[src/rtl/aes_pkg.sv]
// rtl/aes_pkg.sv - shared AES types, FSM encoding, S-box and GF(2^8) helpers
package aes_pkg;

    localparam int AES_WIDTH     = 8;
    localparam int AES_DIM       = 4;
    localparam int AES_MAX_ROUND = 10;

    typedef logic [7:0]                                byte_t;
    typedef logic [31:0]                               word_t;
    typedef logic [127:0]                              key_t;
    typedef logic [AES_DIM*AES_DIM*AES_WIDTH-1:0]      state_vec_t;

    typedef enum logic [1:0] {
        IDLE   = 2'd0,
        EXPAND = 2'd1,
        DONE   = 2'd2
    } ark_state_e;

    localparam byte_t RCON_INIT = 8'h01;

    // Forward S-box, entry 0x00 in the most significant byte
    localparam logic [2047:0] SBOX_TABLE = {
        128'h637c777bf26b6fc53001672bfed7ab76,
        128'hca82c97dfa5947f0add4a2af9ca472c0,
        128'hb7fd9326363ff7cc34a5e5f171d83115,
        128'h04c723c31896059a071280e2eb27b275,
        128'h09832c1a1b6e5aa0523bd6b329e32f84,
        128'h53d100ed20fcb15b6acbbe394a4c58cf,
        128'hd0efaafb434d338545f9027f503c9fa8,
        128'h51a3408f929d38f5bcb6da2110fff3d2,
        128'hcd0c13ec5f974417c4a77e3d645d1973,
        128'h60814fdc222a908846eeb814de5e0bdb,
        128'he0323a0a4906245cc2d3ac629195e479,
        128'he7c8376d8dd54ea96c56f4ea657aae08,
        128'hba78252e1ca6b4c6e8dd741f4bbd8b8a,
        128'h703eb5664803f60e613557b986c11d9e,
        128'he1f8981169d98e949b1e87e9ce5528df,
        128'h8ca1890dbfe6426841992d0fb054bb16
    };

    function automatic byte_t sbox(input byte_t b);
        return SBOX_TABLE[8*(255-int'(b)) +: 8];
    endfunction

    function automatic byte_t xtime(input byte_t b);
        return {b[6:0], 1'b0} ^ (b[7] ? 8'h1b : 8'h00);
    endfunction

endpackage

[src/rtl/key_sched_step.sv]
// rtl/key_sched_step.sv - one combinational AES-128 key-schedule round
module key_sched_step
    import aes_pkg::*;
(
    input  key_t  key_i,
    input  byte_t rcon_i,
    output key_t  key_o
);

    word_t t;
    word_t w0, w1, w2, w3;

    // Word c holds bytes 4c..4c+3 with byte 4c in the low bits; RotWord moves byte 13 to the front
    always_comb begin
        t[7:0]   = sbox(key_i[8*13 +: 8]) ^ rcon_i;
        t[15:8]  = sbox(key_i[8*14 +: 8]);
        t[23:16] = sbox(key_i[8*15 +: 8]);
        t[31:24] = sbox(key_i[8*12 +: 8]);
        w0       = key_i[31:0]   ^ t;
        w1       = key_i[63:32]  ^ w0;
        w2       = key_i[95:64]  ^ w1;
        w3       = key_i[127:96] ^ w2;
        key_o    = {w3, w2, w1, w0};
    end

endmodule

[src/rtl/add_round_key.sv]
// rtl/add_round_key.sv - AddRoundKey with iterative key expansion; ARK_KEY_OUT_EN adds key_o
module add_round_key
    import aes_pkg::*;
#(
    parameter int WIDTH     = AES_WIDTH,
    parameter int DIM       = AES_DIM,
    parameter int MAX_ROUND = AES_MAX_ROUND
) (
    input  logic                     clk_i,
    input  logic                     rst_i,
    input  logic                     valid_i,
    output logic                     ready_o,
    input  logic [DIM*DIM*WIDTH-1:0] state_i,
    input  logic [127:0]             key_i,
    input  logic [3:0]               round_i,
    output logic                     valid_o,
    input  logic                     ready_i,
`ifdef ARK_KEY_OUT_EN
    output logic [127:0]             key_o,
`endif
    output logic [DIM*DIM*WIDTH-1:0] state_o
);

    if (WIDTH != 8 || DIM != 4) begin : g_bad_param
        $error("add_round_key: WIDTH must be 8 and DIM must be 4");
    end

    ark_state_e state_q, state_d;
    state_vec_t data_q;
    key_t       key_q;
    key_t       key_next;
    byte_t      rcon_q;
    logic [3:0] round_q;
    logic [3:0] cnt_q;
    logic [3:0] round_sat;
    logic       accept;

    assign round_sat = (round_i > 4'(MAX_ROUND)) ? 4'(MAX_ROUND) : round_i;
    assign accept    = (state_q == IDLE) && valid_i;

    key_sched_step u_step (
        .key_i  (key_q),
        .rcon_i (rcon_q),
        .key_o  (key_next)
    );

    // FSM state register
    always_ff @(posedge clk_i or posedge rst_i) begin
        if (rst_i) state_q <= IDLE;
        else       state_q <= state_d;
    end

    // Next-state: round 0 skips expansion, expansion ends on the r-th step
    always_comb begin
        state_d = state_q;
        case (state_q)
            IDLE:    if (valid_i) state_d = (round_sat != 4'd0) ? EXPAND : DONE;
            EXPAND:  if (cnt_q + 4'd1 == round_q) state_d = DONE;
            DONE:    if (ready_i) state_d = IDLE;
            default: state_d = IDLE;
        endcase
    end

    // Datapath: capture on accept, advance key and rcon once per EXPAND cycle
    always_ff @(posedge clk_i or posedge rst_i) begin
        if (rst_i) begin
            data_q  <= '0;
            key_q   <= '0;
            rcon_q  <= '0;
            round_q <= '0;
            cnt_q   <= '0;
        end else if (accept) begin
            data_q  <= state_i;
            key_q   <= key_i;
            rcon_q  <= RCON_INIT;
            round_q <= round_sat;
            cnt_q   <= '0;
        end else if (state_q == EXPAND) begin
            key_q   <= key_next;
            rcon_q  <= xtime(rcon_q);
            cnt_q   <= cnt_q + 4'd1;
        end
    end

    // Outputs: result only visible in DONE, ready suppressed while reset is held
    always_comb begin
        ready_o = (state_q == IDLE) && !rst_i;
        valid_o = (state_q == DONE);
        state_o = (state_q == DONE) ? (data_q ^ key_q) : '0;
`ifdef ARK_KEY_OUT_EN
        key_o   = (state_q == DONE) ? key_q : '0;
`endif
    end

endmodule

[config.mk]
export PLATFORM = sky130hd
export DESIGN_NAME = add_round_key
export DESIGN_NICKNAME = d
export VERILOG_FILES = /design/src/rtl/aes_pkg.sv /design/src/rtl/key_sched_step.sv /design/src/rtl/add_round_key.sv
export SDC_FILE = /design/constraint.sdc
export NUM_CORES = 2
export LEC_CHECK = 0
export BUFFER_PORTS_ARGS = -buffer_cell sky130_fd_sc_hd__clkbuf_2
export CORE_UTILIZATION = 50
export DETAILED_ROUTE_END_ITERATION = 10
export PLACE_DENSITY = 0.74
export SLEW_MARGIN = 20
export SYNTH_ARGS = -nofsm -noshare
export SYNTH_HDL_FRONTEND = slang
export SYNTH_SLANG_ARGS = --single-unit
[constraint.sdc]
create_clock -name clk_i -period 8.54 [get_ports clk_i]
set_input_delay 1.708 -clock clk_i [delete_from_list [all_inputs] [get_ports clk_i]]
set_output_delay 1.708 -clock clk_i [all_outputs]
set_load 0.1 [all_outputs]
==> results.cfg <==
[critical_path]
worstSetupStartpointType = register
worstPathRequired_ns = 9.00
critPathBufInv = 3
critical_path_peak_fanout = 34
worstPathArrival_ns = 5.41
timing.rr.end = key_q[68]
cp_slowest_stage_delay_ns = 0.92
cp.depth = 12
worst_path_dominant_cell_family = compound AO/OA/AOI/OAI gates
cells_along_the_critical_path = buf_4 > clkinv_1 > ha_1 > inv_1 > o211ai_1 > o311ai_0 > a211oi_1 > and2_1 > a211oi_2 > xnor2_1 > o21ai_0 > a221o_1
ff2ff_path_depth = 12
r2r_start = key_q[104]
endpoint_kind = register
setup.reg_to_reg.worst_slack_ns = 3.59
timing.critical_path.slowest_stage_cell = sky130_fd_sc_hd__ha_1
critical_path_class = reg2reg

[floorplan]
die_w_um = 244
placementRows = 88
initial_core_util = 0.506
io_pins = 394
die_h_um = 244
die_footprint_mm2 = 0.0594
core-area_mm2 = 0.0577

[final_layout]
nets = 4251
final_non_filler_cell_total = 4727
multiInputGateArea_mm2 = 0.0202
drive_gt1_frac = 0.168
final-seq-area_mm2 = 0.00688
nFillCells = 5502
area_growth_pct = 9.13
mostFrequentLayoutCell = sky130_fd_sc_hd__nand2_1
postLayoutCoreUtil = 0.552
most_frequent_cells_in_the_layout = sky130_fd_sc_hd__nand2_1 (612), sky130_fd_sc_hd__clkbuf_2 (393), sky130_fd_sc_hd__nor2_1 (327), sky130_fd_sc_hd__dfrtp_1 (261), sky130_fd_sc_hd__xnor2_1 (238)

[synthesis]
synth_enable_flop_cells = 0
synthesis.instances = 3846
synth.lib_cells_used.distinct = 112
yosys_warnings = 0
yosys_register_bits = 274
netlist_area_mm2 = 0.0292
ys_dominant_reg_cell = sky130_fd_sc_hd__dfrtp_1
postSynth.asyncResetShare = 1.00
synth_area_per_cell_um2 = 7.59
mappedNetlistNets = 4171
synth_sequential_area_ratio = 0.235

[status]
status = finished, final reports clean

[route]
total_wirelength_um = 124000
avgViaCountPerCell = 6.74
route.detailed.drc = 0
via_count = 31859
initial_drt_markers = 5263
wire_length_per_cell_um = 26.2
antenna_violating_nets_post_route = 0
detailedRoute.firstPassIterationCount = 8

[clocking]
cts_buffers = 35
cts_root_buffer = sky130_fd_sc_hd__clkbuf_16
post_cts_resize_count = 0
h-tree-depth = 2
clockBufferDepth = 3
clk_pin_slew_worst_paths_ns = 0.06
cts_tree = done
cts_num_sinks = 274
post_cts_buffers = 0
clkLatencyLatePin_ns = 0.58
post_cts_hold_buffer_count = 0

[sta]
period_needed_ns = 4.95
final-setup-viol-count = 0
final_hold_violation_count = 0
final-max-slew-violation-count = 0
fmaxAchievable_ghz = 0.202
fin_tns_setup_ns = 0
setup_repair_after_global_routing_missed_its_margin = no
max-slew-margin-rel = 0.244
finalCritPeriodShare = 0.580
skew_ns = 0.0162
timing_worst_slew_pin_value_ns = 1.13

[global_routing]
grt_use_total = 0.404
grt_first_pass_wirelength_um = 186000
maximum_number_of_pins_on_one_net_before_global_route_repair = 93
gr-total-overflow = 0
grt_antenna_before_repair = 11
grt_pass1_vias = 29489

[min_path]
worstHoldStart = round_q[2]
hold-path-endpoint = round_q[2]
min_path_cells = 2
min-delay-path-class = reg2reg

[place]
placed_cells = 4654
io_buffer_count = 393
gp_routability_congestion = 1.07
detailedPlacementHpwl_um = 85700

[flow_run]
max_cap_viol_count = 0
[cells in the mapped netlist, types with 80 or more instances]
cell type                  instances  share of area
sky130_fd_sc_hd__nand2_1         614          0.079
sky130_fd_sc_hd__nor2_1          328          0.042
sky130_fd_sc_hd__dfrtp_1         274           0.23
sky130_fd_sc_hd__xnor2_1         238          0.071
sky130_fd_sc_hd__o21ai_0         233          0.040
sky130_fd_sc_hd__clkbuf_1        198          0.025
sky130_fd_sc_hd__a21oi_1         192          0.033
sky130_fd_sc_hd__buf_2           125          0.021
sky130_fd_sc_hd__nor3_1          110          0.019
sky130_fd_sc_hd__nand2b_1         98          0.021
sky130_fd_sc_hd__nand3_1          88          0.015
sky130_fd_sc_hd__nor2b_1          80          0.017
[registers in the layout, summed over array words and instances, names as in the netlist]
| register | count |
|---|---|
| cnt_q | 4 |
| data_q | 128 |
| key_q | 128 |
| rcon_q | 8 |
| round_q | 4 |
| state_q | 2 |
[per-stage QoR]
stage          hold WS, ns  setup WS (ns)  area [um^2]
6_report             0.488           3.59        31900
5_1_grt              0.507           3.43        31900
4_1_cts              0.496           3.71        31800
3_5_place_dp         0.482           3.70        30700
3_3_place_gp         0.476           3.86        30700
2_1_floorplan        0.458           3.10        29200
[metal layers]
layer | vias up | global-route usage | routed length (um)
met5 | - | 0 | 23
met4 | 4 | 0.228 | 8280
met3 | 501 | 0.0853 | 13400
met2 | 2242 | 0.622 | 54400
met1 | 15035 | 0.523 | 47800
li1 | 14077 | - | -
[cell families after synthesis]
| family | count (synthesis) | share of synthesized area |
|---|---|---|
| AOI/OAI and AO/OA | 1118 | 0.272 |
| xor gates and xnor gates | 289 | 0.0905 |
| adders and majority gates | 62 | 0.0265 |
| buffers and inverters | 475 | 0.0750 |
| DFF | 274 | 0.235 |
| muxes | 114 | 0.0623 |
| and+or+nand+nor | 1514 | 0.239 |
[layout make-up]
class,count,share of cell area
antenna,10,0.000785
clock inverter,7,0.00294
inverter,68,0.00813
multi-input combinational,3097,0.634
timing repair buffer,450,0.0751
tap,765,0.0300
sequential,274,0.216
clock buffer,56,0.0332
[worst max path at each step]
stage	start	endpoint
after floorplan	rst_i	ready_o
after global placement	key_q[104]	key_q[68]
after global routing	key_q[104]	key_q[68]
after detailed placement	key_q[104]	key_q[68]
after CTS	key_q[104]	key_q[68]
final	key_q[104]	key_q[68]
[worst reg2reg max path, stage by stage, from the launching register on]
cell and delay (ns):
sky130_fd_sc_hd__dfrtp_1 0.32, sky130_fd_sc_hd__buf_4 0.37, sky130_fd_sc_hd__clkinv_1 0.44, sky130_fd_sc_hd__ha_1 0.92
sky130_fd_sc_hd__inv_1 0.25, sky130_fd_sc_hd__o211ai_1 0.24, sky130_fd_sc_hd__o311ai_0 0.16, sky130_fd_sc_hd__a211oi_1 0.55
sky130_fd_sc_hd__and2_1 0.22, sky130_fd_sc_hd__a211oi_2 0.11, sky130_fd_sc_hd__xnor2_1 0.74, sky130_fd_sc_hd__o21ai_0 0.19
sky130_fd_sc_hd__a221o_1 0.33
Power is left out: the tool's default activity adds up to more than one toggle a clock period on the data nets, which glitch-free logic cannot reach.
